<file path="config.mk">
export PLATFORM = sky130hd
export DESIGN_NAME = alu_issue_ctrl
export DESIGN_NICKNAME = d
export VERILOG_FILES = /design/src/rtl/alu_pkg.sv /design/src/rtl/alu_slot_tracker.sv /design/src/rtl/alu_issue_ctrl.sv
export SDC_FILE = /design/constraint.sdc
export NUM_CORES = 1
export LEC_CHECK = 0
export CELL_PAD_IN_SITES_DETAIL_PLACEMENT = 1
export CELL_PAD_IN_SITES_GLOBAL_PLACEMENT = 2
export CORE_MARGIN = 4
export CORE_UTILIZATION = 31
export DETAILED_ROUTE_END_ITERATION = 16
export HOLD_SLACK_MARGIN = 0.06
export MAX_ROUTING_LAYER = met4
export PLACE_DENSITY = 0.83
export SYNTH_ARGS = -nofsm -noshare
export SYNTH_HDL_FRONTEND = slang
export SYNTH_SLANG_ARGS = --single-unit
</file>
<file path="constraint.sdc">
create_clock -name clk -period 3.81 [get_ports clk]
set_input_delay 0.762 -clock clk [delete_from_list [all_inputs] [get_ports clk]]
set_output_delay 0.762 -clock clk [all_outputs]
set_load 0.005 [all_outputs]
</file>
<file path="src/rtl/alu_pkg.sv">
// Shared types and constants for the ALU issue controller.
package alu_pkg;

   typedef enum logic [1:0] {
      CmdAdd  = 2'b00,
      CmdSub  = 2'b01,
      CmdMult = 2'b10,
      CmdDiv  = 2'b11
   } alu_cmd_e;

   localparam int unsigned DefAddLat  = 1;
   localparam int unsigned DefMultLat = 2;
   localparam int unsigned DefDivLat  = 4;
   localparam int unsigned DefTagW    = 4;

   // Slot entries carry a tag field wide enough for any supported TAG_W.
   localparam int unsigned MaxTagW = 8;

   typedef struct packed {
      logic                valid;
      alu_cmd_e            cmd;
      logic [MaxTagW-1:0]  tag;
   } slot_entry_t;

   // Latency of the unit that executes a given command.
   function automatic int unsigned cmd_lat(alu_cmd_e c, int unsigned add_lat,
                                           int unsigned mult_lat, int unsigned div_lat);
      case (c)
         CmdMult: return mult_lat;
         CmdDiv:  return div_lat;
         default: return add_lat;
      endcase
   endfunction

endpackage

</file>
<file path="src/rtl/alu_slot_tracker.sv">
// Completion-slot reservation tracker: shift register of pending results,
// issue-ready computation and the rolling issue tag.
module alu_slot_tracker
   import alu_pkg::*;
#(
   parameter int unsigned AddLat  = DefAddLat,
   parameter int unsigned MultLat = DefMultLat,
   parameter int unsigned DivLat  = DefDivLat,
   parameter int unsigned TagW    = DefTagW
) (
   input  logic        clk_i,
   input  logic        rst_ni,
   input  alu_cmd_e    cmd_i,
   input  logic        accept_i,
   output logic        ready_o,
   output slot_entry_t done_o
);

   localparam int unsigned MaxLat01 = (AddLat > MultLat) ? AddLat : MultLat;
   localparam int unsigned MaxLat   = (MaxLat01 > DivLat) ? MaxLat01 : DivLat;
   localparam int unsigned NumSlots = MaxLat + 1;
   localparam int unsigned SlotIdxW = (NumSlots > 1) ? $clog2(NumSlots) : 1;

   slot_entry_t [NumSlots-1:0] resv_q, resv_d;
   slot_entry_t [NumSlots-1:0] resv_shift;
   logic [TagW-1:0]            tag_q, tag_d;
   logic [SlotIdxW-1:0]        lat_idx;

   // Target slot for the presented command and the vector as it looks after this edge's shift.
   assign lat_idx    = SlotIdxW'(cmd_lat(cmd_i, AddLat, MultLat, DivLat));
   assign resv_shift = resv_q >> $bits(slot_entry_t);

   // Ready depends only on the presented command and current reservations.
   assign ready_o = !resv_shift[lat_idx].valid;
   assign done_o  = resv_q[0];

   // Next-state: shift toward slot 0, then reserve the completion slot on accept.
   always_comb begin
      resv_d = resv_shift;
      tag_d  = tag_q;
      if (accept_i) begin
         resv_d[lat_idx] = '{valid: 1'b1, cmd: cmd_i, tag: MaxTagW'(tag_q)};
         tag_d           = tag_q + 1'b1;
      end
   end

   // Reservation and tag state; reset drops every pending reservation.
   always_ff @(posedge clk_i or negedge rst_ni) begin
      if (!rst_ni) begin
         resv_q <= '0;
         tag_q  <= '0;
      end else begin
         resv_q <= resv_d;
         tag_q  <= tag_d;
      end
   end

endmodule

</file>
<file path="src/rtl/alu_issue_ctrl.sv">
// Command-side controller for the fixed-point ALU: registers operands into
// the selected unit and returns tagged results on a single port.
module alu_issue_ctrl
   import alu_pkg::*;
#(
   parameter int unsigned IN_WL    = 15,
   parameter int unsigned OUT_WL   = 16,
   parameter int unsigned ADD_LAT  = DefAddLat,
   parameter int unsigned MULT_LAT = DefMultLat,
   parameter int unsigned DIV_LAT  = DefDivLat,
   parameter int unsigned TAG_W    = DefTagW
) (
   input  logic              clk,
   input  logic              rstb,
   input  logic              in_valid,
   output logic              in_ready,
   input  logic [1:0]        cmd,
   input  logic [IN_WL-1:0]  a,
   input  logic [IN_WL-1:0]  b,
   output logic [IN_WL-1:0]  add_nsub_a,
   output logic [IN_WL-1:0]  add_nsub_b,
   output logic              add_or_sub,
   output logic [IN_WL-1:0]  mult_a,
   output logic [IN_WL-1:0]  mult_b,
   output logic [IN_WL-1:0]  div_a,
   output logic [IN_WL-1:0]  div_b,
   input  logic [OUT_WL-1:0] add_nsub_r,
   input  logic [OUT_WL-1:0] mult_r,
   input  logic [OUT_WL-1:0] div_r,
   output logic              res_valid,
   output logic [1:0]        res_cmd,
   output logic [TAG_W-1:0]  res_tag,
   output logic [OUT_WL-1:0] r
);

   alu_cmd_e    cmd_e;
   logic        accept;
   slot_entry_t done;

   logic [IN_WL-1:0]  add_a_q, add_a_d, add_b_q, add_b_d;
   logic              add_op_q, add_op_d;
   logic [IN_WL-1:0]  mult_a_q, mult_a_d, mult_b_q, mult_b_d;
   logic [IN_WL-1:0]  div_a_q, div_a_d, div_b_q, div_b_d;
   logic              res_valid_q, res_valid_d;
   logic [1:0]        res_cmd_q, res_cmd_d;
   logic [TAG_W-1:0]  res_tag_q, res_tag_d;
   logic [OUT_WL-1:0] r_q, r_d;
   logic              unused_tag_bits;

   assign cmd_e  = alu_cmd_e'(cmd);
   assign accept = in_valid & in_ready;

   alu_slot_tracker #(
      .AddLat  (ADD_LAT),
      .MultLat (MULT_LAT),
      .DivLat  (DIV_LAT),
      .TagW    (TAG_W)
   ) u_slot_tracker (
      .clk_i    (clk),
      .rst_ni   (rstb),
      .cmd_i    (cmd_e),
      .accept_i (accept),
      .ready_o  (in_ready),
      .done_o   (done)
   );

   // Only the selected unit's operands move on an accept; others hold steady.
   always_comb begin
      add_a_d  = add_a_q;
      add_b_d  = add_b_q;
      add_op_d = add_op_q;
      mult_a_d = mult_a_q;
      mult_b_d = mult_b_q;
      div_a_d  = div_a_q;
      div_b_d  = div_b_q;
      if (accept) begin
         unique case (cmd_e)
            CmdAdd, CmdSub: begin
               add_a_d  = a;
               add_b_d  = b;
               add_op_d = (cmd_e == CmdAdd);
            end
            CmdMult: begin
               mult_a_d = a;
               mult_b_d = b;
            end
            CmdDiv: begin
               div_a_d = a;
               div_b_d = b;
            end
         endcase
      end
   end

   // Result capture: slot 0 names the unit whose output is due this cycle.
   always_comb begin
      res_valid_d = done.valid;
      res_cmd_d   = res_cmd_q;
      res_tag_d   = res_tag_q;
      r_d         = r_q;
      if (done.valid) begin
         res_cmd_d = done.cmd;
         res_tag_d = done.tag[TAG_W-1:0];
         unique case (done.cmd)
            CmdAdd, CmdSub: r_d = add_nsub_r;
            CmdMult:        r_d = mult_r;
            CmdDiv:         r_d = div_r;
         endcase
      end
   end

   // Operand and result registers.
   always_ff @(posedge clk or negedge rstb) begin
      if (!rstb) begin
         add_a_q     <= '0;
         add_b_q     <= '0;
         add_op_q    <= 1'b0;
         mult_a_q    <= '0;
         mult_b_q    <= '0;
         div_a_q     <= '0;
         div_b_q     <= '0;
         res_valid_q <= 1'b0;
         res_cmd_q   <= '0;
         res_tag_q   <= '0;
         r_q         <= '0;
      end else begin
         add_a_q     <= add_a_d;
         add_b_q     <= add_b_d;
         add_op_q    <= add_op_d;
         mult_a_q    <= mult_a_d;
         mult_b_q    <= mult_b_d;
         div_a_q     <= div_a_d;
         div_b_q     <= div_b_d;
         res_valid_q <= res_valid_d;
         res_cmd_q   <= res_cmd_d;
         res_tag_q   <= res_tag_d;
         r_q         <= r_d;
      end
   end

   assign add_nsub_a = add_a_q;
   assign add_nsub_b = add_b_q;
   assign add_or_sub = add_op_q;
   assign mult_a     = mult_a_q;
   assign mult_b     = mult_b_q;
   assign div_a      = div_a_q;
   assign div_b      = div_b_q;
   assign res_valid  = res_valid_q;
   assign res_cmd    = res_cmd_q;
   assign res_tag    = res_tag_q;
   assign r          = r_q;

   // Tag bits above TAG_W are never set.
   assign unused_tag_bits = ^done.tag;

endmodule

</file>
==> flow_metrics.env, run 1 <==
export IMPL_fin_skew_ps=4.68
export IMPL_io_pins=198
export IMPL_yosys_warnings=0
export IMPL_die_y_um=145
export IMPL_report_final_slew_viol_count=0
export IMPL_postLayoutCellArea_sq_um=8600
export IMPL_wl_um=16100
export IMPL_syn_to_final_growth_pct=47.3
export IMPL_dp_cells=841
export IMPL_startpoint_type="primary input"
export IMPL_vias_per_cell=4.60
export IMPL_synth_simple_area_share_pct=9.16
export IMPL_slowest_stage="clkdlybuf4s50_1"
export IMPL_worst_pin_slew_ps=980
export IMPL_grt_pass1_vias=4526
export IMPL_die_area_sq_um=21100
export IMPL_ys_seq_elements=152
export IMPL_rr_endpoint="r[5]$_DFFE_PN0P_"
export IMPL_required_ps=3050
export IMPL_synth_top_family_by_area="multiplexers"
export IMPL_path_common_cell="clkdlybuf4s50_1"
export IMPL_rsz0062_at_grt="no"
export IMPL_instances_no_fill=872
export IMPL_finalHoldViolCount=0
export IMPL_clk_pin_slew_ps=60
export IMPL_netlist_area_sq_um=5840
export IMPL_layout_common_cells="clkdlybuf4s50_1, dfrtp_1, nand2_1"
export IMPL_cpPeakStageDelay_ps=610
export IMPL_fin_crit_sh_pct=79.7
export IMPL_ctsHoldBuffers=0
export IMPL_vias=4009
export IMPL_clkSinkCount=152
export IMPL_layout_min_cycle_time_ps=3040
export IMPL_p_leak_nw=3.79
export IMPL_pwr_share_seq_pct=43.3
export IMPL_final_common_cell="clkdlybuf4s50_1"
export IMPL_cts_path_max_buffers=2
export IMPL_setup_tns_ps=0
export IMPL_first_iter_violations=158
export IMPL_synth_xor_area_share_pct=0.450
export IMPL_synthAdderAreaFrac_pct=0.214
export IMPL_grt_remaining_overflow=0
export IMPL_tritoncts="built"
export IMPL_status="finished, final reports clean"
export IMPL_p_sw_share_pct=24.0
export IMPL_place_ws_ps=783
export IMPL_synthFlopType="dfrtp_1"
export IMPL_worstPathMaxFanout=5
export IMPL_slew_limit_headroom_pct=34.6
export IMPL_ys_seq_area_share_pct=65.1
export IMPL_drt_pass1_iter_count=4
export IMPL_antenna_found_initial=0
export IMPL_rows=49
export IMPL_synth_compound_area_share_pct=1.37
export IMPL_final_nets=715
export IMPL_core_sq_um=18300
export IMPL_drcViolationCount=0
export IMPL_hold_class="in -> async"
export IMPL_cts_resized=0
export IMPL_maxCapViolCount=0
export IMPL_power_switching_mw=1.17
export IMPL_synthMuxAreaShare_pct=20.6
export IMPL_worstPathCellList="clkdlybuf4s50_1 -> nand3b_1 -> and2_1 -> clkdlybuf4s50_1"
export IMPL_worst_slack_ps=775
export IMPL_synth_edf_count=0
export IMPL_place_hpwl_um=11400
export IMPL_worst_ep_arrival_time_ps=2270
export IMPL_cts_setup_buffers=0
export IMPL_postPlaceCellArea_sq_um=8000
export IMPL_vdd_ir_drop_max_v=0.000295
export IMPL_htree_levels=4
export IMPL_setup_viol=0
export IMPL_drive_above_1_share_pct=19.9
export IMPL_fmax_mhz=329
export IMPL_power_share_clock_pct=35.4
export IMPL_die_w_um=145
export IMPL_cp_top_family="buffers and inverters"
export IMPL_gp_congestion=0.807
export IMPL_grt_start_max_net_pins=82
export IMPL_pwr_share_comb_pct=21.4
export IMPL_final_util_pct=47.1
export IMPL_start_util_pct=32.0
export IMPL_cts_buffers=17
export IMPL_syn_area_per_cell_sq_um=13.1
export IMPL_ctsRootBufferMaster="clkbuf_16"
export IMPL_synthCells=445
export IMPL_grt_pass1_wl_um=26100
export IMPL_timing_rr_start="u_slot_tracker.done_o[8]$_DFF_PN0_"
export IMPL_synth_nets=529
export IMPL_rrSetupSlack_ps=2050
export IMPL_diodes=0
export IMPL_portBuffers=197
export IMPL_critPathCaptureType="primary output"
export IMPL_async_flop_share_pct=100
export IMPL_criticalPathCategory="in -> out"
export IMPL_r2r_cells=3
export IMPL_insertion_delay_ps=410
export IMPL_final_antenna_net_count=0
export IMPL_worst_path_buf_inv=2
export IMPL_track_usage_pct=16.3
export IMPL_cellPowerDensity_nw_per_um2=567
export IMPL_ys_types=26
export IMPL_p_int_mw=3.70
export IMPL_wl_per_cell_um=18.5
[power groups by stage]
stage | Combinational (mW) | Clock (mW) | Sequential, mW
floorplan | 0.346 | 0 | 2.10
CTS | 1.07 | 1.77 | 2.12
global placement | 1.03 | 0 | 2.12
detailed placement | 1.06 | 0 | 2.14
global route | 1.13 | 1.85 | 2.15
finish | 1.04 | 1.72 | 2.11
[cells in the mapped netlist (all sizes together), types with 2 or more instances]
cell type,number,area [sq um]
dfrtp,152,3800
mux2,92,1040
nand2,91,342
clkbuf,23,86.3
mux2i,17,170
a21oi,16,80.1
nor2,16,60.1
buf,12,81.3
and2,5,31.3
or2,3,18.8
xnor2,3,26.3
inv,2,7.51
nand3,2,10.0
nand4,2,12.5
nor2b,2,12.5
[worst max path at each step]
stage                     startpoint  endpoint  slack [ps]  depth (start not counted)
after floorplan               cmd[0]  in_ready        1940                          2
after global placement        cmd[0]  in_ready         870                          4
after detailed placement      cmd[0]  in_ready         780                          4
after CTS                     cmd[0]  in_ready         780                          4
after global routing          cmd[0]  in_ready         730                          4
final                         cmd[0]  in_ready         770                          4
[kinds of logic after synthesis]
group,count (synthesis)
flops,152
buf+inv,38
xor+xnor,3
compound gates,16
mux,109
simple gates,126
fa+ha+maj,1
[state kept, by name, indices dropped and copies added (netlist names), 7 cells and up]
name                   count
div_b                     15
u_slot_tracker.done_o      7
add_nsub_b                15
mult_a                    15
add_nsub_a                15
u_slot_tracker.resv_q     27
mult_b                    15
r                         16
div_a                     15
[layer usage]
layer	up-vias	routed length (um)	track usage (%)
met1	2005	6840	19.3
li1	1830	-	-
met2	152	7880	25.9
met5	-	0	-
met3	22	1120	5.68
met4	0	265	6.08
[through the flow]
step | power (mW) | hold slack (ps)
CTS | 4.96 | 350
global placement | 3.15 | 332
floorplan | 2.45 | 405
finish | 4.88 | 341
global route | 5.13 | 353
detailed placement | 3.20 | 336
[cell type report]
type | instances | area [sq um]
sequential | 152 | 3800
fill | 1857 | 9670
timing repair buffer | 202 | 2020
clock buffer | 24 | 492
clock inverter | 7 | 116
tap | 229 | 287
multi-input combinational | 255 | 1870
inverter | 3 | 11.3
Note: power is estimated with default switching activity, not from simulation.
==> run 2: changes to the inputs <==
Settings changed: CORE_UTILIZATION 31 to 29, PLACE_DENSITY 0.83 to 0.78.
Clock period 3.81 ns to 3.1 ns, I/O delays scaled along.
==> run 2 against run 1 <==
Against the previous run:
- final cell count up 4.5%
- clock power up 21%
- critical path depth unchanged
- sequential power up 22%
- global-route usage down 1.3 points
- sequential cell count unchanged
- highest routed layer unchanged
==> flow_metrics.env, run 2 (synthesis gave the netlist of run 1 again) <==
export IMPL_clk_pin_slew_ps=60
export IMPL_die_area_sq_um=22500
export IMPL_slowest_stage="clkdlybuf4s50_1"
export IMPL_drcViolationCount=0
export IMPL_cpPeakStageDelay_ps=610
export IMPL_final_util_pct=44.2
export IMPL_syn_to_final_growth_pct=48.7
export IMPL_start_util_pct=29.7
export IMPL_path_common_cell="clkdlybuf4s50_1"
export IMPL_rsz0062_at_grt="no"
export IMPL_cts_setup_buffers=0
export IMPL_cellPowerDensity_nw_per_um2=685
export IMPL_fillers=2082
export IMPL_ctsRootBufferMaster="clkbuf_16"
export IMPL_cts_path_max_buffers=2
export IMPL_first_iter_violations=68
export IMPL_status="finished, final reports clean"
export IMPL_setup_tns_ps=0
export IMPL_cts_buffers=17
export IMPL_p_leak_nw=3.81
export IMPL_worst_ep_arrival_time_ps=2080
export IMPL_drt_pass1_iter_count=4
export IMPL_rrSetupSlack_ps=1320
export IMPL_die_w_um=150
export IMPL_worstPathCellList="clkdlybuf4s50_1 -> nand2b_1 -> and2_1 -> clkdlybuf4s50_1"
export IMPL_rr_endpoint="r[12]$_DFFE_PN0P_"
export IMPL_grt_start_max_net_pins=78
export IMPL_setup_viol=0
export IMPL_worst_slack_ps=398
export IMPL_gp_congestion=0.784
export IMPL_vdd_ir_drop_max_v=0.000350
export IMPL_final_nets=717
export IMPL_largest_register_ffs=27
export IMPL_startpoint_type="primary input"
export IMPL_worst_pin_slew_ps=977
export IMPL_final_common_cell="clkdlybuf4s50_1"
export IMPL_portBuffers=197
export IMPL_holdWs_ps=147
export IMPL_antenna_found_initial=0
export IMPL_die_y_um=150
export IMPL_fin_crit_sh_pct=87.2
export IMPL_grt_pass1_vias=4555
export IMPL_drive_above_1_share_pct=20.7
export IMPL_clkSinkCount=152
export IMPL_setup_worst_path_start="cmd[1]"
export IMPL_r2r_cells=3
export IMPL_report_final_slew_viol_count=0
export IMPL_vias=4040
export IMPL_criticalPathCategory="in -> out"
export IMPL_hold_class="in -> async"
export IMPL_use_met2_pct=23.4
export IMPL_use_met1_pct=18.1
export IMPL_critPathCaptureType="primary output"
export IMPL_place_hpwl_um=11400
export IMPL_rows=51
export IMPL_regMostFlops="u_slot_tracker.resv_q"
export IMPL_met3_usage_pct=5.51
export IMPL_maxCapViolCount=0
export IMPL_place_ws_ps=383
export IMPL_final_antenna_net_count=0
export IMPL_fmax_mhz=370
export IMPL_tritoncts="built"
export IMPL_worstPathMaxFanout=5
export IMPL_core_sq_um=19700
export IMPL_cts_resized=0
export IMPL_finalHoldViolCount=0
export IMPL_track_usage_pct=15.0
export IMPL_instances_no_fill=911
export IMPL_required_ps=2480
export IMPL_fin_skew_ps=7.97
export IMPL_busiest_layer="met2"
export IMPL_wl_per_cell_um=17.8
export IMPL_crit_end="in_ready"
export IMPL_grt_remaining_overflow=0
export IMPL_slew_limit_headroom_pct=34.8
export IMPL_diodes=0
export IMPL_insertion_delay_ps=410
export IMPL_vias_per_cell=4.43
export IMPL_io_pins=198
export IMPL_htree_levels=4
export IMPL_grt_pass1_wl_um=25200
export IMPL_timing_rr_start="u_slot_tracker.done_o[8]$_DFF_PN0_"
export IMPL_layout_min_cycle_time_ps=2700
export IMPL_dp_cells=879
export IMPL_layout_common_cells="clkdlybuf4s50_1, dfrtp_1, nand2_1"
export IMPL_ctsHoldBuffers=0
export IMPL_wl_um=16200
## run 2: cell types whose count changed in the layout (fill, tap and decap cells not counted)
cell,delta
clkbuf_1,-3
buf_12,+2
bufinv_16,-1
inv_8,+1
clkbuf_8,-1
clkinv_2,+1
clkinv_4,+1
inv_6,+3
## run 2: cell type report
class	instances	area [sq um]	area share, %
inverter	3	11.3	0.130
tap	265	332	3.82
multi-input combinational	255	1870	21.6
clock inverter	12	138	1.58
timing repair buffer	204	2060	23.8
sequential	152	3800	43.8
clock buffer	20	467	5.37
## run 2: how the worst min path moves through the flow
stage | startpoint | end | slack, ps | depth (start not counted)
global placement | u_slot_tracker.resv_q[20]$_DFF_PN0_ | u_slot_tracker.done_o[9]$_DFF_PN0_ | 330 | 0
global route | rstb | mult_b[6]$_DFFE_PN0P_ | 170 | 1
finish | rstb | div_b[6]$_DFFE_PN0P_ | 150 | 1
floorplan | rstb | add_nsub_a[0]$_DFFE_PN0P_ | 320 | 0
CTS | rstb | div_b[6]$_DFFE_PN0P_ | 140 | 1
detailed placement | u_slot_tracker.resv_q[46]$_DFF_PN0_ | u_slot_tracker.resv_q[35]$_DFF_PN0_ | 340 | 0
## run 2: metal layers
metal | wire length [um] | share of wire [%] | up-vias
met5 | 0 | 0 | -
met3 | 1380 | 8.5 | 18
met1 | 6880 | 43 | 2025
met2 | 7660 | 47 | 150
met4 | 265 | 1.6 | 0
li1 | - | - | 1847
## run 2: critical path: cells and delay by family
| family | cells | cell delay [ps] |
|---|---|---|
| and+or+nand+nor | 2 | 350 |
| buffers and inverters | 2 | 1110 |
## run 2: where the power goes
part / switching, mW / internal [mW]
registers: 0.233 / 2.35
clock network: 0.820 / 1.26
logic: 0.430 / 0.857
total: 1.48 / 4.47
## run 2: stage by stage
step	power, mW	cell area (sq um)
final	5.95	8690
after global routing	6.29	8690
after CTS	6.08	8690
after detailed placement	3.94	8080
after global placement	3.88	8080
after floorplan	3.01	5840
==> run 3: changes to the inputs <==
Settings changed: CELL_PAD_IN_SITES_DETAIL_PLACEMENT 1 to unset, CELL_PAD_IN_SITES_GLOBAL_PLACEMENT 2 to unset, CORE_UTILIZATION 29 to 45.
==> run 3 against run 2 <==
Against the previous run:
- count of clock-buffer cells in the layout rose by 7
- final cell count decreased by 11%
- power shrank 5.2%
- die area down 34%
- register-to-register slack improved by 80 ps
- sequential share of layout area grew 1.2 points
- routed wire length is 12% lower
- sequential cell count stayed put
- critical path type unchanged
- highest routed layer unchanged
==> flow_metrics.env, run 3 (synthesis gave the netlist of run 1 again) <==
export IMPL_p_leak_nw=3.74
export IMPL_fmax_mhz=374
export IMPL_layout_common_cells="clkdlybuf4s50_1, dfrtp_1, nand2_1"
export IMPL_fin_crit_sh_pct=86.1
export IMPL_place_hpwl_um=10100
export IMPL_cts_buffers=17
export IMPL_vias=3957
export IMPL_diodes=0
export IMPL_layout_min_cycle_time_ps=2670
export IMPL_cts_setup_buffers=0
export IMPL_cellPowerDensity_nw_per_um2=668
export IMPL_criticalPathCategory="in -> out"
export IMPL_rows=41
export IMPL_clk_pin_slew_ps=50
export IMPL_finalHoldViolCount=0
export IMPL_portBuffers=197
export IMPL_drt_pass1_iter_count=4
export IMPL_status="finished, final reports clean"
export IMPL_maxCapViolCount=0
export IMPL_fillers=954
export IMPL_final_nets=716
export IMPL_final_antenna_net_count=0
export IMPL_start_util_pct=46.1
export IMPL_ctsHoldBuffers=0
export IMPL_setup_tns_ps=0
export IMPL_clkSinkCount=152
export IMPL_cts_path_max_buffers=2
export IMPL_htree_levels=4
export IMPL_report_final_slew_viol_count=0
export IMPL_wl_per_cell_um=17.4
export IMPL_required_ps=2480
export IMPL_multi_input_area_sq_um=1870
export IMPL_grt_start_max_net_pins=65
export IMPL_track_usage_pct=20.6
export IMPL_grt_pass1_vias=4419
export IMPL_total_power_mw=5.64
export IMPL_worst_pin_slew_ps=889
export IMPL_regMostFlops="u_slot_tracker.resv_q"
export IMPL_cts_resized=0
export IMPL_slew_limit_headroom_pct=40.7
export IMPL_insertion_delay_ps=410
export IMPL_grt_pass1_wl_um=22700
export IMPL_m1WireLength_um=5260
export IMPL_die_area_sq_um=14900
export IMPL_routed_wl_met2_um=7070
export IMPL_rsz0062_at_grt="no"
export IMPL_setup_viol=0
export IMPL_drive_above_1_share_pct=19.1
export IMPL_grt_remaining_overflow=0
export IMPL_critPathCaptureType="primary output"
export IMPL_rrSetupSlack_ps=1400
export IMPL_worstPathMaxFanout=5
export IMPL_startpoint_type="primary input"
export IMPL_wl_met3_um=1700
export IMPL_vias_per_cell=4.86
export IMPL_drcViolationCount=0
export IMPL_gp_congestion=0.802
export IMPL_ctsRootBufferMaster="clkbuf_16"
export IMPL_hold_class="in -> async"
export IMPL_first_iter_violations=157
export IMPL_worst_ep_arrival_time_ps=2050
export IMPL_highest_layer="met4"
export IMPL_largest_register_ffs=27
export IMPL_place_ws_ps=423
export IMPL_die_y_um=122
export IMPL_syn_to_final_growth_pct=44.6
export IMPL_fin_skew_ps=6.32
export IMPL_antenna_found_initial=0
export IMPL_vdd_ir_drop_max_v=0.000432
export IMPL_io_pins=198
export IMPL_worst_slack_ps=430
export IMPL_tritoncts="built"
export IMPL_wl_um=14200
export IMPL_die_w_um=122
export IMPL_core_sq_um=12700
export IMPL_final_common_cell="clkdlybuf4s50_1"
export IMPL_regArea_sq_um=3800
[run 3: final cells by class]
cell class	instances	share of cell area [%]
flip-flops and latches	152	45.0
repair buffers	203	24.2
multi-input cells	255	22.1
clock buffers	27	5.83
well taps	172	2.55
clock inverters	3	0.207
inverters	3	0.133
[run 3: worst paths after layout]
| kind | startpoint | endpoint | cells past startpoint |
|---|---|---|---|
| worst min-delay path | rstb | add_nsub_a[13]$_DFFE_PN0P_ | 1 |
| worst max-delay path | cmd[0] | in_ready | 4 |
| worst min register to register | u_slot_tracker.resv_q[54]$_DFF_PN0_ | u_slot_tracker.resv_q[43]$_DFF_PN0_ | 0 |
| min in group clk | u_slot_tracker.resv_q[54]$_DFF_PN0_ | u_slot_tracker.resv_q[43]$_DFF_PN0_ | 0 |
| max in group asynchronous | rstb | div_b[4]$_DFFE_PN0P_ | 2 |
| worst max register to register | u_slot_tracker.done_o[8]$_DFF_PN0_ | r[2]$_DFFE_PN0P_ | 3 |
[run 3: worst max-delay path, stage by stage]
cell	delay [ps]
clkdlybuf4s50_1	600
nand3b_1	200
and2_1	140
clkdlybuf4s50_1	500
[run 3: routing by layer]
layer  vias to the layer above  GRT usage, %
met4                         0          6.30
met1                      1933          22.8
met2                       166          33.8
met5                         -             -
met3                        11          9.10
li1                       1847             -
[run 3: metrics by stage]
| stage | hold WS (ps) | cell area (sq um) | std cells | util, % |
|---|---|---|---|---|
| after CTS | 175 | 8450 | 815 | 66.7 |
| after global placement | 332 | 7940 | 785 | 62.7 |
| after global routing | 200 | 8450 | 815 | 66.7 |
| final | 168 | 8450 | 815 | 66.7 |
| after floorplan | 324 | 5840 | 445 | - |
| after detailed placement | 336 | 7940 | 785 | 62.7 |
[run 3: power breakdown]
part           internal (mW)  switching [mW]  leakage [nW]
registers               2.35           0.236          1.87
logic                  0.854           0.415          1.63
clock network           1.08           0.709         0.247
total                   4.28            1.36          3.74
